### config.mk
export PLATFORM = sky130hd
export DESIGN_NAME = ctrl_decode_pipe
export DESIGN_NICKNAME = d
export VERILOG_FILES = /design/src/rtl/ctrl_decode_pipe.sv
export SDC_FILE = /design/constraint.sdc
export NUM_CORES = 1
export LEC_CHECK = 0
export CAP_MARGIN = 10
export CELL_PAD_IN_SITES_DETAIL_PLACEMENT = 1
export CELL_PAD_IN_SITES_GLOBAL_PLACEMENT = 1
export CORE_ASPECT_RATIO = 2
export CORE_UTILIZATION = 25
export CTS_BUF_LIST = sky130_fd_sc_hd__clkbuf_4
export DETAILED_ROUTE_END_ITERATION = 16
export PLACE_DENSITY_LB_ADDON = 0.1
export SETUP_SLACK_MARGIN = 0.05
export SYNTH_ARGS = -nofsm -noshare
export SYNTH_HDL_FRONTEND = slang
export SYNTH_SLANG_ARGS = --single-unit
### constraint.sdc
create_clock -name clk -period 2.6 [get_ports clk]
set_clock_uncertainty 0.15 [all_clocks]
set_input_delay 0.78 -clock clk [delete_from_list [all_inputs] [get_ports clk]]
set_output_delay 0.78 -clock clk [all_outputs]
set_load 0.005 [all_outputs]
### src/rtl/ctrl_decode_pipe.sv
// ctrl_decode_pipe: decode-stage control decoder feeding a registered
// E-stage control bundle with stall/flush handling.
// Optional feature: define CTRL_ILL_CNT_EN to add the saturating
// illegal-instruction counter and its ill_cnt port.
module ctrl_decode_pipe #(
  parameter int ILL_CNT_W  = 8,
  parameter bit XPROP_ZERO = 1'b1
) (
  input  logic                 clk,
  input  logic                 rst,
  input  logic [31:0]          instr_d,
  input  logic                 valid_d,
  input  logic                 stall_e,
  input  logic                 flush_e,
  output logic [2:0]           imm_src_d,
  output logic                 valid_e,
  output logic                 reg_write_e,
  output logic                 mem_write_e,
  output logic                 branch_e,
  output logic                 jump_e,
  output logic                 jalr_e,
  output logic                 alu_src_a_e,
  output logic                 alu_src_b_e,
  output logic                 illegal_e,
  output logic [1:0]           result_src_e,
  output logic [1:0]           alu_op_e,
  output logic [2:0]           funct3_e,
`ifdef CTRL_ILL_CNT_EN
  output logic [ILL_CNT_W-1:0] ill_cnt,
`endif
  output logic                 funct7b5_e
);

  localparam logic [6:0] OP_LOAD   = 7'b0000011;
  localparam logic [6:0] OP_STORE  = 7'b0100011;
  localparam logic [6:0] OP_RTYPE  = 7'b0110011;
  localparam logic [6:0] OP_IALU   = 7'b0010011;
  localparam logic [6:0] OP_BRANCH = 7'b1100011;
  localparam logic [6:0] OP_JAL    = 7'b1101111;
  localparam logic [6:0] OP_JALR   = 7'b1100111;
  localparam logic [6:0] OP_LUI    = 7'b0110111;
  localparam logic [6:0] OP_AUIPC  = 7'b0010111;
  localparam logic [6:0] OP_FENCE  = 7'b0001111;

  localparam logic [2:0] IMM_I = 3'b000;
  localparam logic [2:0] IMM_S = 3'b001;
  localparam logic [2:0] IMM_B = 3'b010;
  localparam logic [2:0] IMM_J = 3'b011;
  localparam logic [2:0] IMM_U = 3'b100;

  typedef struct packed {
    logic       reg_write;
    logic       mem_write;
    logic       branch;
    logic       jump;
    logic       jalr;
    logic       alu_src_a;
    logic       alu_src_b;
    logic [1:0] result_src;
    logic [1:0] alu_op;
    logic       illegal;
    logic [2:0] funct3;
    logic       funct7b5;
  } ctrl_t;

  // Value used for datapath selects an opcode does not care about.
  // Enables and illegal are always forced to 0 so a don't-care can never
  // turn into a spurious write.
  localparam logic FILL = XPROP_ZERO ? 1'b0 : 1'bx;

  logic [6:0] op;
  ctrl_t      dec_d;
  ctrl_t      ctrl_q, ctrl_d;
  logic       valid_q, valid_d_nxt;

  assign op = instr_d[6:0];

  // Opcode decode into the control bundle and the D-stage immediate select.
  always_comb begin
    dec_d            = '0;
    dec_d.alu_src_a  = FILL;
    dec_d.alu_src_b  = FILL;
    dec_d.result_src = {2{FILL}};
    dec_d.alu_op     = {2{FILL}};
    dec_d.funct3     = instr_d[14:12];
    dec_d.funct7b5   = instr_d[30];
    imm_src_d        = IMM_I;
    unique case (op)
      OP_LOAD: begin
        dec_d.reg_write  = 1'b1;
        dec_d.alu_src_a  = 1'b0;
        dec_d.alu_src_b  = 1'b1;
        dec_d.result_src = 2'b01;
        dec_d.alu_op     = 2'b00;
        imm_src_d        = IMM_I;
      end
      OP_STORE: begin
        dec_d.mem_write  = 1'b1;
        dec_d.alu_src_a  = 1'b0;
        dec_d.alu_src_b  = 1'b1;
        dec_d.alu_op     = 2'b00;
        imm_src_d        = IMM_S;
      end
      OP_RTYPE: begin
        dec_d.reg_write  = 1'b1;
        dec_d.alu_src_a  = 1'b0;
        dec_d.alu_src_b  = 1'b0;
        dec_d.result_src = 2'b00;
        dec_d.alu_op     = 2'b10;
      end
      OP_IALU: begin
        dec_d.reg_write  = 1'b1;
        dec_d.alu_src_a  = 1'b0;
        dec_d.alu_src_b  = 1'b1;
        dec_d.result_src = 2'b00;
        dec_d.alu_op     = 2'b10;
        imm_src_d        = IMM_I;
      end
      OP_BRANCH: begin
        dec_d.branch     = 1'b1;
        dec_d.alu_src_a  = 1'b0;
        dec_d.alu_src_b  = 1'b0;
        dec_d.alu_op     = 2'b01;
        imm_src_d        = IMM_B;
      end
      OP_JAL: begin
        dec_d.reg_write  = 1'b1;
        dec_d.jump       = 1'b1;
        dec_d.result_src = 2'b10;
        imm_src_d        = IMM_J;
      end
      OP_JALR: begin
        dec_d.reg_write  = 1'b1;
        dec_d.jalr       = 1'b1;
        dec_d.alu_src_a  = 1'b0;
        dec_d.alu_src_b  = 1'b1;
        dec_d.result_src = 2'b10;
        dec_d.alu_op     = 2'b00;
        imm_src_d        = IMM_I;
      end
      OP_LUI: begin
        dec_d.reg_write  = 1'b1;
        dec_d.result_src = 2'b11;
        imm_src_d        = IMM_U;
      end
      OP_AUIPC: begin
        dec_d.reg_write  = 1'b1;
        dec_d.alu_src_a  = 1'b1;
        dec_d.alu_src_b  = 1'b1;
        dec_d.result_src = 2'b00;
        dec_d.alu_op     = 2'b00;
        imm_src_d        = IMM_U;
      end
      OP_FENCE: begin
        // Legal NOP: all enables stay 0.
      end
      default: begin
        // Covers instr_d[1:0] != 2'b11 too, since every listed op ends in 11.
        dec_d.illegal    = 1'b1;
      end
    endcase
  end

  // Next E-stage contents: flush beats stall, stall holds, bubbles load zeros.
  always_comb begin
    ctrl_d      = ctrl_q;
    valid_d_nxt = valid_q;
    if (flush_e) begin
      ctrl_d      = '0;
      valid_d_nxt = 1'b0;
    end else if (!stall_e) begin
      valid_d_nxt = valid_d;
      ctrl_d      = valid_d ? dec_d : '0;
    end
  end

  // E-stage register with synchronous reset.
  always_ff @(posedge clk) begin
    if (rst) begin
      ctrl_q  <= '0;
      valid_q <= 1'b0;
    end else begin
      ctrl_q  <= ctrl_d;
      valid_q <= valid_d_nxt;
    end
  end

  assign valid_e      = valid_q;
  assign reg_write_e  = ctrl_q.reg_write;
  assign mem_write_e  = ctrl_q.mem_write;
  assign branch_e     = ctrl_q.branch;
  assign jump_e       = ctrl_q.jump;
  assign jalr_e       = ctrl_q.jalr;
  assign alu_src_a_e  = ctrl_q.alu_src_a;
  assign alu_src_b_e  = ctrl_q.alu_src_b;
  assign illegal_e    = ctrl_q.illegal;
  assign result_src_e = ctrl_q.result_src;
  assign alu_op_e     = ctrl_q.alu_op;
  assign funct3_e     = ctrl_q.funct3;
  assign funct7b5_e   = ctrl_q.funct7b5;

`ifdef CTRL_ILL_CNT_EN
  logic [ILL_CNT_W-1:0] ill_cnt_q, ill_cnt_d;
  logic                 ill_inc;

  // Count only real illegal instructions actually loaded, saturating at all ones.
  always_comb begin
    ill_inc   = !flush_e && !stall_e && valid_d && dec_d.illegal && (ill_cnt_q != '1);
    ill_cnt_d = ill_inc ? ill_cnt_q + 1'b1 : ill_cnt_q;
  end

  // Illegal-instruction counter register.
  always_ff @(posedge clk) begin
    if (rst) ill_cnt_q <= '0;
    else     ill_cnt_q <= ill_cnt_d;
  end

  assign ill_cnt = ill_cnt_q;
`endif

endmodule

# == Word level (Yosys, flattened, before mapping) ==
# Index checks and enable logic that the tools add are counted.
# totals
in_bits,37
wordCells,41
regBits,17
# op_classes
reduce_logical,7
n_eq_ne,10
n_mux,11
# op_table
operator,count
$eq 7x6->1 const B,3
$eq 7x7->1 const B,3
$mux 16,1
$eq 7x5->1 const B,2
$pmux 3 s4,1
$reduce_or 10->1,1
$pmux 2 s2,2
$reduce_or 2->1,4
$eq 7x2->1 const B,1
$eq 7x4->1 const B,1
$reduce_or 7->1,1
$mux 1,6
$pmux 2 s3,1
$reduce_or 4->1,1

# == Depth between registers and ports, before layout ==
# logic_depth
ltp_word,4
mapped_depth,6

# == Worst setup path before layout ==
# Ideal clock, no wire load.
# synth_path
path_kind,input to output
from,input port instr_d[6]
to,output port imm_src_d[0]
n_path_buf,1
required_time_ns,1.670
cell_stages,3
t_arrival_ns,1.569
setup_slack_ns,0.101
cell_sequence,buf_6 > or3_4 > a211oi_1
# synth_via
elab_chain_len,3
elab_cells_between_ends,7
cone_classes,eq/ne: 5; mux: 1; reduce/logical: 1
# synth_rtl
element,line_no,source
"start, declared",11,"input logic [31:0] instr_d,"
$eq 7x5->1 or $eq 7x6->1 (tied branches),88,unique case (op)
$reduce_or 2->1 (no source line),-,
$pmux 3 s4 *,88,
"end, declared",15,"output logic [2:0] imm_src_d,"
# Mark *: on every way between the ends. The rest lies on a longest branch, timed or not.

# == Worst setup path after layout ==
# Ends and elaborated chain as after synthesis.

==> impl_metrics.json <==
{
  "outcome": "complete, no violations",
  "setup_violations": 0,
  "wl_per_cell_um": 15.02,
  "grt_usage": 0.1577,
  "ant_nets": 0,
  "cp.required_ns": 1.67,
  "antenna_cells": 0,
  "gr-total-overflow": 0,
  "boundaryPins": 57,
  "die_h_um": 84.62,
  "io_buffers": 35,
  "slowest_stage": "or3_4",
  "core_area_um2": 3193,
  "dp_hpwl_um": 2016,
  "regArea_um2": 320.3,
  "worst_pin_slew_ns": 0.3681,
  "holdCritStartpoint": "jalr_e",
  "fin_nets": 188,
  "start_util": 0.2672,
  "clk_pin_slew_worst_paths_ns": 0.09,
  "r2r-end": "illegal_e",
  "slew_headroom": 0.7523,
  "cp_cell_sequence": "buf_6 > or3_4 > a211oi_2 > buf_2",
  "row_count": 29,
  "synth_warnings": 0,
  "hold_violations": 0,
  "drv_cap": 0,
  "synth_area_per_cell_um2": 8.619,
  "synth-edff-count": 0,
  "gp_congestion": 0.7056,
  "reg2regPathDepth": 4,
  "clockBufferDepth": 2,
  "powerDensity_nw_per_um2": 353.9,
  "firstDrtPassIters": 4,
  "min_period_over_period": 0.9780,
  "drtIter0Drc": 25,
  "multiInputGateArea_um2": 460.4,
  "viasPerCell": 5.111,
  "drt-total-wl_um": 2704,
  "syn_inst": 99,
  "holdBufCountCts": 0,
  "antenna_found_initial": 0,
  "p_sw_frac": 0.2556,
  "vias": 920,
  "internal_power_w": 0.0003607,
  "cts_root_buffer": "clkbuf_4",
  "r2r_start": "illegal_e",
  "seqPwrFrac": 0.513,
  "pwr-share-clk": 0.262,
  "slowest_delay_ns": 0.38,
  "rsz0062_at_grt": "yes",
  "regToRegSetupSlack_ns": 1.62,
  "hold_end": "jalr_e",
  "ys_async_sr_fraction": 0,
  "synth_area_um2": 853.3,
  "die_w_um": 43.31,
  "cp_max_fo": 2,
  "peakVddDrop_v": 0.0002136,
  "cts_buffers": 3,
  "critPathCaptureType": "output pin",
  "synth_top_flop_cell": "dfxtp_1",
  "p_leak_nw": 0.5211,
  "total_power_w": 0.0004845,
  "syn2layout_area_growth_pct": 60.41,
  "grt_max_degree": 17,
  "clk_latency_ns": 0.28,
  "drc_errors": 0,
  "stdcell_count": 180,
  "comb_power_share": 0.225,
  "min_path_cells": 2,
  "dp_cells": 169,
  "die_area_um2": 3665,
  "synthDistinctLibCells": 35,
  "cts_sinks": 16,
  "path_class": "in -> out",
  "drive_above_1_share": 0.2752,
  "drv_slew": 0,
  "yosysSeqAreaShare": 0.3754,
  "grt_pass1_wl_um": 4540,
  "setup.worst_path.start_class": "input pin",
  "min_period_ns": 2.543,
  "htreeDepth": 1,
  "worstHoldPathType": "reg -> reg",
  "fillerInstances": 386,
  "fmax_ghz": 0.3933,
  "ys_seq_elements": 16,
  "tritoncts": "done",
  "switching_power_w": 0.0001238,
  "syn_nets": 136,
  "cp.arrival_ns": 1.61,
  "grt_pass1_vias": 1041
}
cells in the mapped netlist (2+ instances only):
master    instances  area share
dfxtp_1          16        0.38
nor2_1           11       0.048
a21oi_1           9       0.053
nand2_1           7       0.031
a22oi_1           5       0.044
a32oi_1           3       0.031
buf_4             3       0.026
buf_6             3       0.040
clkbuf_1          3       0.013
nor2b_1           3       0.022
nor3_1            3       0.018
nor4_1            3       0.022
a211oi_1          2       0.018
buf_2             2       0.012
inv_1             2      0.0088
nand3_1           2       0.012
nand4_1           2       0.015
o21ai_0           2       0.012
xor2_1            2       0.021
logic make-up after synthesis:
logic type,Yosys count,share of synthesized area
AOI/OAI and AO/OA,25,0.1994
xor gates and xnor gates,3,0.03080
buffers and inverters,13,0.09970
DFF,16,0.3754
and+or+nand+nor,42,0.2947
flip-flops by register name, indices dropped and copies added, names as in the netlist:
register      count
branch_e          1
result_src_e      2
funct7b5_e        1
valid_e           1
alu_src_a_e       1
funct3_e          3
alu_src_b_e       1
alu_op_e          1
illegal_e         1
reg_write_e       1
mem_write_e       1
jump_e            1
jalr_e            1
layer usage:
layer  part of all wire  routed length, µm  global-route usage
met5                  0                  0                   0
met4             0.0085                 23             0.06612
met3              0.035                 94             0.01075
met2               0.59               1585              0.3161
met1               0.37               1000              0.1510
critical path, delay by kind of cell:
kind	cells	cell delay, ns
AO/OA/AOI/OAI	1	0.22
buffers and inverters	2	0.23
AND/OR/NAND/NOR	1	0.38
layout by cell type, fill, tap and decap left out, types with 2 or more instances in the layout:
master,n
nor4_1,3
a21oi_1,9
xor2_1,2
buf_4,18
nor2b_1,3
a22oi_1,5
nand4_1,2
nand3_1,2
dfxtp_1,16
inv_1,2
o21ai_0,2
clkbuf_4,3
a32oi_1,3
nand2_1,6
buf_2,4
dlygate4sd2_1,4
nor2_1,11
nor3_1,2
buf_6,7
clkdlybuf4s50_1,25
how the worst max path moves through the flow:
| stage | to | start | cells after the start |
|---|---|---|---|
| after floorplan | imm_src_d[0] | instr_d[6] | 3 |
| after global routing | imm_src_d[0] | instr_d[6] | 4 |
| after detailed placement | imm_src_d[0] | instr_d[3] | 4 |
| final | imm_src_d[0] | instr_d[6] | 4 |
| after CTS | imm_src_d[2] | instr_d[6] | 5 |
| after global placement | imm_src_d[0] | instr_d[6] | 4 |
through the flow:
step           utilization  setup TNS (ns)  hold WS, ns  worst slack (ns)  area [µm²]
2_1_floorplan            -               0       0.3073            0.1007       853.3
3_3_place_gp        0.4001          -1.877       0.3035           -0.6779        1277
3_5_place_dp        0.4001          -1.950       0.3109           -0.6901        1277
4_1_cts             0.4267               0       0.3281           0.05317        1363
5_1_grt             0.4287               0       0.3623           0.02169        1369
6_report            0.4287               0       0.3217           0.05709        1369
area by class of cell:
| type | instances | share of cell area |
|---|---|---|
| timing repair buffer | 58 | 0.3793 |
| multi-input combinational | 70 | 0.3364 |
| sequential | 16 | 0.2340 |
| tap | 31 | 0.02834 |
| clock buffer | 3 | 0.01645 |
| inverter | 2 | 0.005484 |
repair_timing:
action / CTS / global route
gates cloned: 0 / 0
pin swaps: 6 / 2
setup endpoints to repair: 3 / 2
setup buffers: 8 / 0
gates resized for setup: 35 / 3
power groups by stage:
stage          combinational (W)  clock (W)  sequential [W]
6_report                0.000109   0.000127        0.000248
5_1_grt                 0.000118   0.000142        0.000249
4_1_cts                 0.000108   0.000134        0.000249
3_5_place_dp           0.0000984          0        0.000254
3_3_place_gp           0.0000966          0        0.000254
2_1_floorplan          0.0000479          0        0.000254
Note: power is estimated with default switching activity, not from simulation.
